<file path="config.mk">
export PLATFORM = sky130hd
export DESIGN_NAME = muldiv_unit
export DESIGN_NICKNAME = d
export VERILOG_FILES = /design/src/rtl/muldiv_pkg.sv /design/src/rtl/muldiv_div_core.sv /design/src/rtl/muldiv_unit.sv
export SDC_FILE = /design/constraint.sdc
export NUM_CORES = 1
export LEC_CHECK = 0
export BUFFER_PORTS_ARGS = -buffer_cell sky130_fd_sc_hd__buf_2
export CAP_MARGIN = 20
export CORE_ASPECT_RATIO = 0.8
export CORE_MARGIN = 3
export CORE_UTILIZATION = 50
export DETAILED_ROUTE_END_ITERATION = 6
export GPL_ROUTABILITY_DRIVEN = 1
export GPL_TIMING_DRIVEN = 0
export PLACE_DENSITY = 0.67
export SYNTH_ARGS = -nofsm -noshare
export SYNTH_HDL_FRONTEND = slang
export SYNTH_SLANG_ARGS = --single-unit
</file>
<file path="constraint.sdc">
create_clock -name clk -period 6 [get_ports clk]
set_input_delay 0.9 -clock clk [delete_from_list [all_inputs] [get_ports clk]]
set_output_delay 0.9 -clock clk [all_outputs]
set_load 0.005 [all_outputs]
</file>
<file path="src/rtl/muldiv_pkg.sv">
// Shared definitions for the HI/LO multiply/divide unit: operation
// encodings, FSM states, datapath widths and small decode helpers.
package muldiv_pkg;

  localparam int unsigned MD_XLEN = 32;
  localparam int unsigned MD_ITER = MD_XLEN;

  typedef enum logic [1:0] {
    MD_MULT  = 2'b00,
    MD_MULTU = 2'b01,
    MD_DIV   = 2'b10,
    MD_DIVU  = 2'b11
  } md_op_e;

  typedef enum logic [1:0] {
    ST_IDLE = 2'b00,
    ST_MUL  = 2'b01,
    ST_DIV  = 2'b10,
    ST_FIN  = 2'b11
  } md_state_e;

  // MULT and DIV treat their operands as two's complement
  function automatic logic md_is_signed(input logic [1:0] op);
    return (md_op_e'(op) == MD_MULT) || (md_op_e'(op) == MD_DIV);
  endfunction

  function automatic logic md_is_div(input logic [1:0] op);
    return (md_op_e'(op) == MD_DIV) || (md_op_e'(op) == MD_DIVU);
  endfunction

endpackage

</file>
<file path="src/rtl/muldiv_div_core.sv">
// Restoring divide datapath: one quotient bit per step on unsigned operands.
// Ports:
//   clk, rst        clock, synchronous active-high reset
//   load            capture dividend/divisor and clear the partial remainder
//   step            perform one shift / trial-subtract iteration
//   dividend        unsigned dividend
//   divisor         unsigned divisor
//   quo_c, rem_c    quotient / remainder as they will be after this step
module muldiv_div_core #(
  parameter int unsigned XLEN = 32
) (
  input  logic            clk,
  input  logic            rst,
  input  logic            load,
  input  logic            step,
  input  logic [XLEN-1:0] dividend,
  input  logic [XLEN-1:0] divisor,
  output logic [XLEN-1:0] quo_c,
  output logic [XLEN-1:0] rem_c
);

  logic [XLEN-1:0] rem_q, rem_d;
  logic [XLEN-1:0] quo_q, quo_d;
  logic [XLEN-1:0] dvs_q, dvs_d;

  logic [XLEN:0] shifted;
  logic [XLEN:0] trial;

  // One restoring iteration; a borrow out of the trial subtract means keep the shifted value
  always_comb begin
    shifted = {rem_q, quo_q[XLEN-1]};
    trial   = shifted - {1'b0, dvs_q};
    if (!trial[XLEN]) begin
      rem_c = trial[XLEN-1:0];
      quo_c = {quo_q[XLEN-2:0], 1'b1};
    end else begin
      rem_c = shifted[XLEN-1:0];
      quo_c = {quo_q[XLEN-2:0], 1'b0};
    end
  end

  always_comb begin
    rem_d = rem_q;
    quo_d = quo_q;
    dvs_d = dvs_q;
    if (load) begin
      rem_d = '0;
      quo_d = dividend;
      dvs_d = divisor;
    end else if (step) begin
      rem_d = rem_c;
      quo_d = quo_c;
    end
  end

  always_ff @(posedge clk) begin
    if (rst) begin
      rem_q <= '0;
      quo_q <= '0;
      dvs_q <= '0;
    end else begin
      rem_q <= rem_d;
      quo_q <= quo_d;
      dvs_q <= dvs_d;
    end
  end

endmodule

</file>
<file path="src/rtl/muldiv_unit.sv">
// Iterative HI/LO multiply/divide unit (MULT, MULTU, DIV, DIVU, MTHI, MTLO).
// Optional macro MULDIV_FAST_MUL_EN: single-cycle combinational multiply.
// Ports:
//   clk, rst        clock, synchronous active-high reset
//   start, op       launch op (00 MULT, 01 MULTU, 10 DIV, 11 DIVU)
//   src_a, src_b    rs / rt operands, sampled only at acceptance
//   flush           abort the in-flight operation
//   hi_we, lo_we    MTHI / MTLO write strobes, wdata is the write data
//   busy            operation in flight
//   done            one-cycle pulse, hi/lo hold the new result
//   hi, lo          architectural HI / LO registers
module muldiv_unit
  import muldiv_pkg::*;
#(
  parameter int unsigned XLEN = MD_XLEN,
  parameter int unsigned ITER = MD_ITER
) (
  input  logic            clk,
  input  logic            rst,
  input  logic            start,
  input  logic [1:0]      op,
  input  logic [XLEN-1:0] src_a,
  input  logic [XLEN-1:0] src_b,
  input  logic            flush,
  input  logic            hi_we,
  input  logic            lo_we,
  input  logic [XLEN-1:0] wdata,
  output logic            busy,
  output logic            done,
  output logic [XLEN-1:0] hi,
  output logic [XLEN-1:0] lo
);

  localparam int unsigned PW    = 2 * XLEN;
  localparam int unsigned CNT_W = (ITER > 1) ? $clog2(ITER) : 1;

  md_state_e        state_q, state_d;
  logic [CNT_W-1:0] cnt_q, cnt_d;
  logic             res_neg_q, res_neg_d;
  logic             rem_neg_q, rem_neg_d;
  logic [XLEN-1:0]  mcand_q, mcand_d;
  logic [PW-1:0]    prod_q, prod_d;
  logic [XLEN-1:0]  hi_q, hi_d;
  logic [XLEN-1:0]  lo_q, lo_d;
  logic             busy_q, busy_d;
  logic             done_q, done_d;

  logic            op_signed;
  logic [XLEN-1:0] a_abs, b_abs;
  logic            accept;
  logic            div_load, div_step;
  logic [XLEN-1:0] div_quo_raw, div_rem_raw;
  logic [XLEN-1:0] div_quo, div_rem;
  logic [XLEN:0]   mul_sum;
  logic [PW-1:0]   prod_step;
  logic [PW-1:0]   mul_raw, mul_res;
  logic            mul_last;

  // Operand magnitudes: signed ops strip the sign, unsigned ops pass through
  always_comb begin
    op_signed = md_is_signed(op);
    a_abs = (op_signed && src_a[XLEN-1]) ? (~src_a + XLEN'(1)) : src_a;
    b_abs = (op_signed && src_b[XLEN-1]) ? (~src_b + XLEN'(1)) : src_b;
  end

  // Shift-add step: upper half accumulates, lower half shifts the multiplier out
  always_comb begin
    mul_sum   = {1'b0, prod_q[PW-1:XLEN]} + {1'b0, (prod_q[0] ? mcand_q : XLEN'(0))};
    prod_step = {mul_sum, prod_q[XLEN-1:1]};
  end

`ifdef MULDIV_FAST_MUL_EN
  assign mul_raw  = PW'(mcand_q) * PW'(prod_q[XLEN-1:0]);
  assign mul_last = 1'b1;
`else
  assign mul_raw  = prod_step;
  assign mul_last = (cnt_q == '0);
`endif

  // Result sign fix-up applied on the final iteration
  always_comb begin
    mul_res = res_neg_q ? (~mul_raw + PW'(1)) : mul_raw;
    div_quo = res_neg_q ? (~div_quo_raw + XLEN'(1)) : div_quo_raw;
    div_rem = rem_neg_q ? (~div_rem_raw + XLEN'(1)) : div_rem_raw;
  end

  muldiv_div_core #(
    .XLEN (XLEN)
  ) u_div_core (
    .clk      (clk),
    .rst      (rst),
    .load     (div_load),
    .step     (div_step),
    .dividend (a_abs),
    .divisor  (b_abs),
    .quo_c    (div_quo_raw),
    .rem_c    (div_rem_raw)
  );

  // Next-state, HI/LO update and operand capture
  always_comb begin
    state_d   = state_q;
    cnt_d     = cnt_q;
    res_neg_d = res_neg_q;
    rem_neg_d = rem_neg_q;
    mcand_d   = mcand_q;
    prod_d    = prod_q;
    hi_d      = hi_q;
    lo_d      = lo_q;
    div_load  = 1'b0;
    div_step  = 1'b0;
    accept    = 1'b0;

    if (flush) begin
      state_d = ST_IDLE;
    end else begin
      case (state_q)
        ST_MUL: begin
          prod_d = prod_step;
          if (mul_last) begin
            state_d = ST_FIN;
            hi_d    = mul_res[PW-1:XLEN];
            lo_d    = mul_res[XLEN-1:0];
          end else begin
            cnt_d = cnt_q - CNT_W'(1);
          end
        end
        ST_DIV: begin
          div_step = 1'b1;
          if (cnt_q == '0) begin
            state_d = ST_FIN;
            hi_d    = div_rem;
            lo_d    = div_quo;
          end else begin
            cnt_d = cnt_q - CNT_W'(1);
          end
        end
        ST_FIN:  state_d = ST_IDLE;
        default: state_d = state_q;
      endcase
    end

    // MTHI/MTLO only land while no iteration is running; in FIN they win over the result
    if ((state_q == ST_IDLE) || (state_q == ST_FIN)) begin
      if (hi_we) hi_d = wdata;
      if (lo_we) lo_d = wdata;
      accept = start && !flush;
    end

    if (accept) begin
      cnt_d     = CNT_W'(ITER - 1);
      res_neg_d = op_signed && (src_a[XLEN-1] ^ src_b[XLEN-1]);
      rem_neg_d = op_signed && src_a[XLEN-1];
      mcand_d   = a_abs;
      prod_d    = {XLEN'(0), b_abs};
      div_load  = md_is_div(op);
      state_d   = md_is_div(op) ? ST_DIV : ST_MUL;
    end

    busy_d = (state_d == ST_MUL) || (state_d == ST_DIV);
    done_d = (state_d == ST_FIN);
  end

  always_ff @(posedge clk) begin
    if (rst) begin
      state_q   <= ST_IDLE;
      cnt_q     <= '0;
      res_neg_q <= 1'b0;
      rem_neg_q <= 1'b0;
      mcand_q   <= '0;
      prod_q    <= '0;
      hi_q      <= '0;
      lo_q      <= '0;
      busy_q    <= 1'b0;
      done_q    <= 1'b0;
    end else begin
      state_q   <= state_d;
      cnt_q     <= cnt_d;
      res_neg_q <= res_neg_d;
      rem_neg_q <= rem_neg_d;
      mcand_q   <= mcand_d;
      prod_q    <= prod_d;
      hi_q      <= hi_d;
      lo_q      <= lo_d;
      busy_q    <= busy_d;
      done_q    <= done_d;
    end
  end

  assign busy = busy_q;
  assign done = done_q;
  assign hi   = hi_q;
  assign lo   = lo_q;

endmodule

</file>
==> Yosys cells after proc, flatten, opt, wreduce, memory -nomap -nowiden <==
Cells that the tools add are included.
{ "totals": {"reg_bits": 267, "in_bits": 104, "out_inout_bits": 66, "elab_cells": 98} }
{ "classes": {"addsub": 8, "n_eq_ne": 10, "muxes": 38, "bitwise_logic": 7, "reduce_logical": 21} }
{ "ops": {"columns": ["op", "n"], "rows": [
  ["$mux 32", 21],
  ["$add 32x1->32 const B", 4],
  ["$not 32->32", 4],
  ["$pmux 32 s2", 2],
  ["$add 64x1->64 const B", 1],
  ["$mux 64", 1],
  ["$not 64->64", 1],
  ["$add 32x32->33", 1],
  ["$sub 33x32->33", 1],
  ["$mux 5", 4],
  ["$eq 2x2->1 const B", 6],
  ["$mux 2", 4],
  ["$reduce_bool 2->1", 3],
  ["$reduce_or 2->1", 3],
  ["$logic_not 5->1", 1],
  ["$mux 1", 5],
  ["$sub 5x1->5 const B", 1],
  ["$eq 2x1->1 const B", 2],
  ["$logic_and 1x1->1", 4],
  ["$logic_not 2->1", 2],
  ["$logic_or 1x1->1", 4],
  ["$pmux 2 s2", 1],
  ["$reduce_and 2->1", 2],
  ["$reduce_and 3->1", 1],
  ["other kinds (5)", 5]
]} }

==> Logic depth before layout (Yosys ltp) <==
{ "logic_depth": {"depth_word": 10, "mapped_depth": 24, "mapped_depth_nobuf": 22} }

==> Cells and area by module <==
A second synthesis with hierarchy kept.
{ "hier_totals": {"cells_unflattened": 2709, "area_unflattened_um2": 20108.0} }
{ "modules_own_cells": {"columns": ["module", "instances", "cells_per_inst", "area_each_um2", "seq_area_each_um2"], "rows": [
  ["muldiv_unit", 1, 1908, 13631.8, 3423.3],
  ["muldiv_div_core", 1, 801, 6476.2, 1921.8]
]} }

==> Worst setup path before layout <==
OpenSTA, ideal clock, no wires.
{ "synth_path": {"kind": "reg-to-reg", "startpoint": "reg u_div_core.dvs_q[19]", "endpoint": "reg hi_q[30], in the netlist hi[30]", "setup_ns": 0.128, "t_arrival_ns": 5.257, "required_time_ns": 5.872, "path_slack_ns": 0.615, "stages_incl_launch_ff": 25, "path_buffers": 3, "synth_period_minus_slack_ns": 5.385, "path_cell_list": "dfxtp_1 -> inv_1 -> ha_1 -> clkbuf_1 -> a21oi_1 -> a21boi_1 -> o2111ai_1 -> a221o_1 -> nor3_1 -> nor2_1 -> inv_2 -> buf_1 -> buf_2 -> nor2_1 -> a21oi_1 -> ha_1 -> nand4_1 -> or3_1 -> nor3_1 -> o21ai_0 -> o31a_1 -> or3_1 -> o311a_1 -> o31ai_1 -> a211oi_2"} }
{ "synth_between": {"elab_chain_len": 10} }
{ "synth_rtl": {"columns": ["item", "line_no", "text"], "rows": [
  ["from (decl)", "muldiv_div_core.sv:24", "logic [XLEN-1:0] dvs_q, dvs_d;"],
  ["from (signal assigned)", "muldiv_div_core.sv:64", "dvs_q <= dvs_d;"],
  ["$sub 33x32->33 (*)", "muldiv_div_core.sv:32", "trial = shifted - {1'b0, dvs_q};"],
  ["$mux 32 (*)", "muldiv_div_core.sv:33", "if (!trial[XLEN]) begin"],
  ["$not 32->32", "muldiv_unit.sv:84", "div_rem = rem_neg_q ? (~div_rem_raw + XLEN'(1)) : div_rem_raw;"],
  ["$add 32x1->32", "muldiv_unit.sv:84", null],
  ["$mux 32 (*)", "muldiv_unit.sv:84", null],
  ["$mux 32 (*)", "muldiv_unit.sv:130", "if (cnt_q == '0) begin"],
  ["$pmux 32 s2 (*)", "muldiv_unit.sv:117", "case (state_q)"],
  ["$mux 32 (*)", "muldiv_unit.sv:114", "if (flush) begin"],
  ["$mux 32", "muldiv_unit.sv:145", "if (hi_we) hi_d = wdata;"],
  ["$mux 32 (*)", "muldiv_unit.sv:144", "if ((state_q == ST_IDLE) || (state_q == ST_FIN)) begin"],
  ["to (signal assigned)", "muldiv_unit.sv:183", "hi_q <= hi_d;"],
  ["to (decl)", "muldiv_unit.sv:43", "logic [XLEN-1:0] hi_q, hi_d;"]
]} }
Mark *: on every way between the ends. The rest lies on a longest branch, timed or not.
A chain may end at the register's enable or synchronous reset.

==> Final worst setup path <==
{ "layout_path": {"startpoint": "reg u_div_core.dvs_q[25]", "endpoint": "reg hi_q[30], in the netlist hi[30]"} }
The elaborated chain is that of the path after synthesis.

==> impl_metrics.env <==
export IMPL_synth_top_area_share=0.263
export IMPL_async_reset_ff_frac=0
export IMPL_seqPwrFrac=0.328
export IMPL_yosysUniqueCellTypes=81
export IMPL_vias=24000
export IMPL_hold_depth=2
export IMPL_clkPwrFrac=0.313
export IMPL_cp_data_arrival_time_ns=6.20
export IMPL_p_comb_frac=0.359
export IMPL_tritoncts="built"
export IMPL_p_per_area_nw_per_um2=268
export IMPL_track_usage=0.420
export IMPL_clock_sinks=267
export IMPL_dr_pass1_iters=6
export IMPL_globalplace_congestion=1.08
export IMPL_placeableCoreArea_um2=39800
export IMPL_numCtsBuffers=29
export IMPL_antenna_cells=0
export IMPL_rsz0062_at_grt="false"
export IMPL_dp_hpwl_um=77000
export IMPL_min_period_ns=5.73
export IMPL_reg2reg_depth=21
export IMPL_die_x_um=231
export IMPL_fin_util=0.578
export IMPL_antenna_found_initial=0
export IMPL_dp_cells=3463
export IMPL_synth_seq_area_share=0.263
export IMPL_swShare=0.392
export IMPL_leakagePower_nw=8.68
export IMPL_crit_required_ns=6.47
export IMPL_drv_slew=0
export IMPL_grt_max_degree=19
export IMPL_synth_edf_count=0
export IMPL_maxCapViolCount=0
export IMPL_hold_viol_final=0
export IMPL_syn_inst=2758
export IMPL_area_growth_pct=13.2
export IMPL_wl_per_cell_um=26.9
export IMPL_setup_viol=0
export IMPL_r2r_start="u_div_core.dvs_q[25]"
export IMPL_worst_slew_pin_slew_ns=1.31
export IMPL_ys_flop_type="dfxtp_1"
export IMPL_drive_gt1_frac=0.0982
export IMPL_min_delay_start="prod_q[50]"
export IMPL_grt_pass1_vias=21600
export IMPL_syn_avg_cell_area_um2=7.37
export IMPL_fmax_mhz=175
export IMPL_internal_power_mw=3.75
export IMPL_cp_end_kind="flop"
export IMPL_viasPerCell=6.81
export IMPL_synth_seq_cells=267
export IMPL_finalSetupTns_ns=0
export IMPL_rr_endpoint="hi[30]"
export IMPL_clock_latency_ns=0.60
export IMPL_clk_pin_slew_ns=0.06
export IMPL_routed_wl_um=94800
export IMPL_port_buffer_count=168
export IMPL_syn_nets=2938
export IMPL_min_to="prod_q[50]"
export IMPL_n_fill_cell=3810
export IMPL_layout_common_cells="nor2_1 (323), nand2_1 (304), dfxtp_1 (267), clkbuf_1 (183), buf_2 (175)"
export IMPL_syn_cell_area_um2=20300
export IMPL_crit_type="flop to flop"
export IMPL_drt_initial_drc_count=3837
export IMPL_slew_headroom=0.128
export IMPL_skew_ns=0.0135
export IMPL_cts_buffer_depth=3
export IMPL_design_area_um2=23000
export IMPL_root_buffer="clkbuf_16"
export IMPL_max_vdd_ir_drop_v=0.000212
export IMPL_layout_commonest_cell="nor2_1"
export IMPL_crit_fanout=27
export IMPL_hp_class="flop to flop"
export IMPL_synth_top_area_cell="dfxtp_1"
export IMPL_netSwitchingPower_mw=2.42
export IMPL_r2r_slack_ns=0.27
export IMPL_die_h_um=186
export IMPL_placedInstanceArea_um2=21800
export IMPL_final_cells=3519
export IMPL_htreeDepth=1
export IMPL_ant_nets=0
export IMPL_grt_remaining_overflow=0
export IMPL_outcome="completed"
export IMPL_drc=0
export IMPL_grt_pass1_wl_um=137000
export IMPL_synth_area_top_cells="dfxtp_1 (26%), nor2_1 (6.0%), xnor2_1 (5.7%)"
export IMPL_nNetsFinal=3141
export IMPL_start_util=0.511
export IMPL_die_area_um2=43100
export IMPL_total_power_mw=6.17
export IMPL_io_pins=170
export IMPL_ys_warn_count=0
export IMPL_start_kind="flop"
export IMPL_period_share=0.955
export IMPL_rows=65
-- cells by family (layout without fill, tap and decap cells) --
group           after synthesis  count (layout)  synth area share
compound gates              789             789             0.268
xor+xnor                    206             206            0.0888
fa+ha+maj                    76              76            0.0475
buf+inv                     265             490            0.0493
flops                       267             267             0.263
mux                          48              48            0.0243
simple gates               1107            1107             0.259
-- metal layers --
layer	part of all wire	track usage	routed length, um
met1	0.42	0.607	40200
met2	0.39	0.574	36900
met3	0.15	0.157	14200
met4	0.037	0.129	3550
met5	0	0	0
-- cell usage after synthesis (8+ instances only) --
master and n:
or3_1 21, nand2_1 304, clkbuf_1 179, or4_1 17, nor3_1 127, nand4_1 18, or2_2 14, inv_1 71
mux2_2 8, o21ai_1 11, nand2b_1 21, and2_1 56, o22ai_1 41, nor2b_1 20, xor2_1 73, a221oi_1 49
a21oi_1 155, and3_1 48, o41ai_1 20, buf_1 8, mux2i_1 38, a22oi_1 9, o21ai_0 125, ha_1 74
a211oi_1 99, nor4_1 66, xnor2_1 133, nor2_1 324, o21a_1 17, a21o_1 34, o21bai_1 13, a311oi_1 35
dfxtp_1 267, a31oi_1 25, nand3_1 41, o211ai_1 11, o31ai_1 49
-- worst max-delay path, stage by stage, from the launching register on --
cell       delay, ns
dfxtp_1         0.30
inv_1           0.21
ha_1            0.27
clkbuf_1        0.20
a21oi_1         0.23
o221ai_1        0.18
nor2b_1         0.17
a221o_2         0.45
o21a_2          0.29
nor2_2          0.21
bufinv_16       0.25
a21oi_4         0.25
ha_4            0.20
nand4_1         0.11
or3_1           0.43
nor3_1          0.16
o21ai_0         0.13
o31a_1          0.26
or3_1           0.46
o311a_1         0.37
o31ai_2         0.33
a211oi_2        0.11
-- stage by stage --
step	hold WS [ns]	setup slack, ns
2_1_floorplan	0.432	0.615
3_3_place_gp	0.449	-1.30
3_5_place_dp	0.455	-1.38
4_1_cts	0.465	0.00532
5_1_grt	0.488	0.0997
6_report	0.468	0.271
-- worst max path at each step --
stage          slack, ns     end                  from  depth (start not counted)
5_1_grt              0.1  hi[30]  u_div_core.rem_q[23]                         20
3_3_place_gp       -1.30  hi[30]  u_div_core.dvs_q[19]                         24
2_1_floorplan       0.62  hi[30]  u_div_core.dvs_q[19]                         24
6_report            0.27  hi[30]  u_div_core.dvs_q[25]                         21
4_1_cts            0.005  hi[30]  u_div_core.dvs_q[19]                         23
3_5_place_dp       -1.38  hi[30]  u_div_core.dvs_q[19]                         24
-- area by class of cell --
type,count,area [um2],area share
Timing Repair Buffer,176,896,0.0390
Clock inverter,11,151,0.00658
Buffer,189,716,0.0311
Multi-Input combinational cell,2226,14100,0.612
Inverter,72,297,0.0129
Tap cell,536,671,0.0292
Sequential cell,267,5350,0.232
Clock buffer,42,845,0.0367
-- state kept, by name (all words and copies together) (netlist names), 2 cells and up --
name,count
state_q,2
u_div_core.quo_q,32
u_div_core.dvs_q,32
hi,32
u_div_core.rem_q,32
prod_q,64
cnt_q,5
mcand_q,32
lo,32
-- power groups by stage --
stage / sequential [mW] / combinational [mW] / clock, mW
6_report: 2.02 / 2.22 / 1.93
5_1_grt: 2.03 / 2.33 / 2.00
4_1_cts: 2.01 / 2.09 / 1.91
3_5_place_dp: 2.05 / 2.06 / 0
3_3_place_gp: 2.05 / 2.03 / 0
2_1_floorplan: 2.00 / 1.35 / 0
-- repair_timing --
item | CTS | global route
endpoints found under the setup margin | 23 | 7
gates resized for setup | 14 | 15
pin swaps | 1 | 1
hold buffers | 0 | 0
buffers inserted | 1 | 2
No activity file was read; power rests on OpenSTA's default activity.
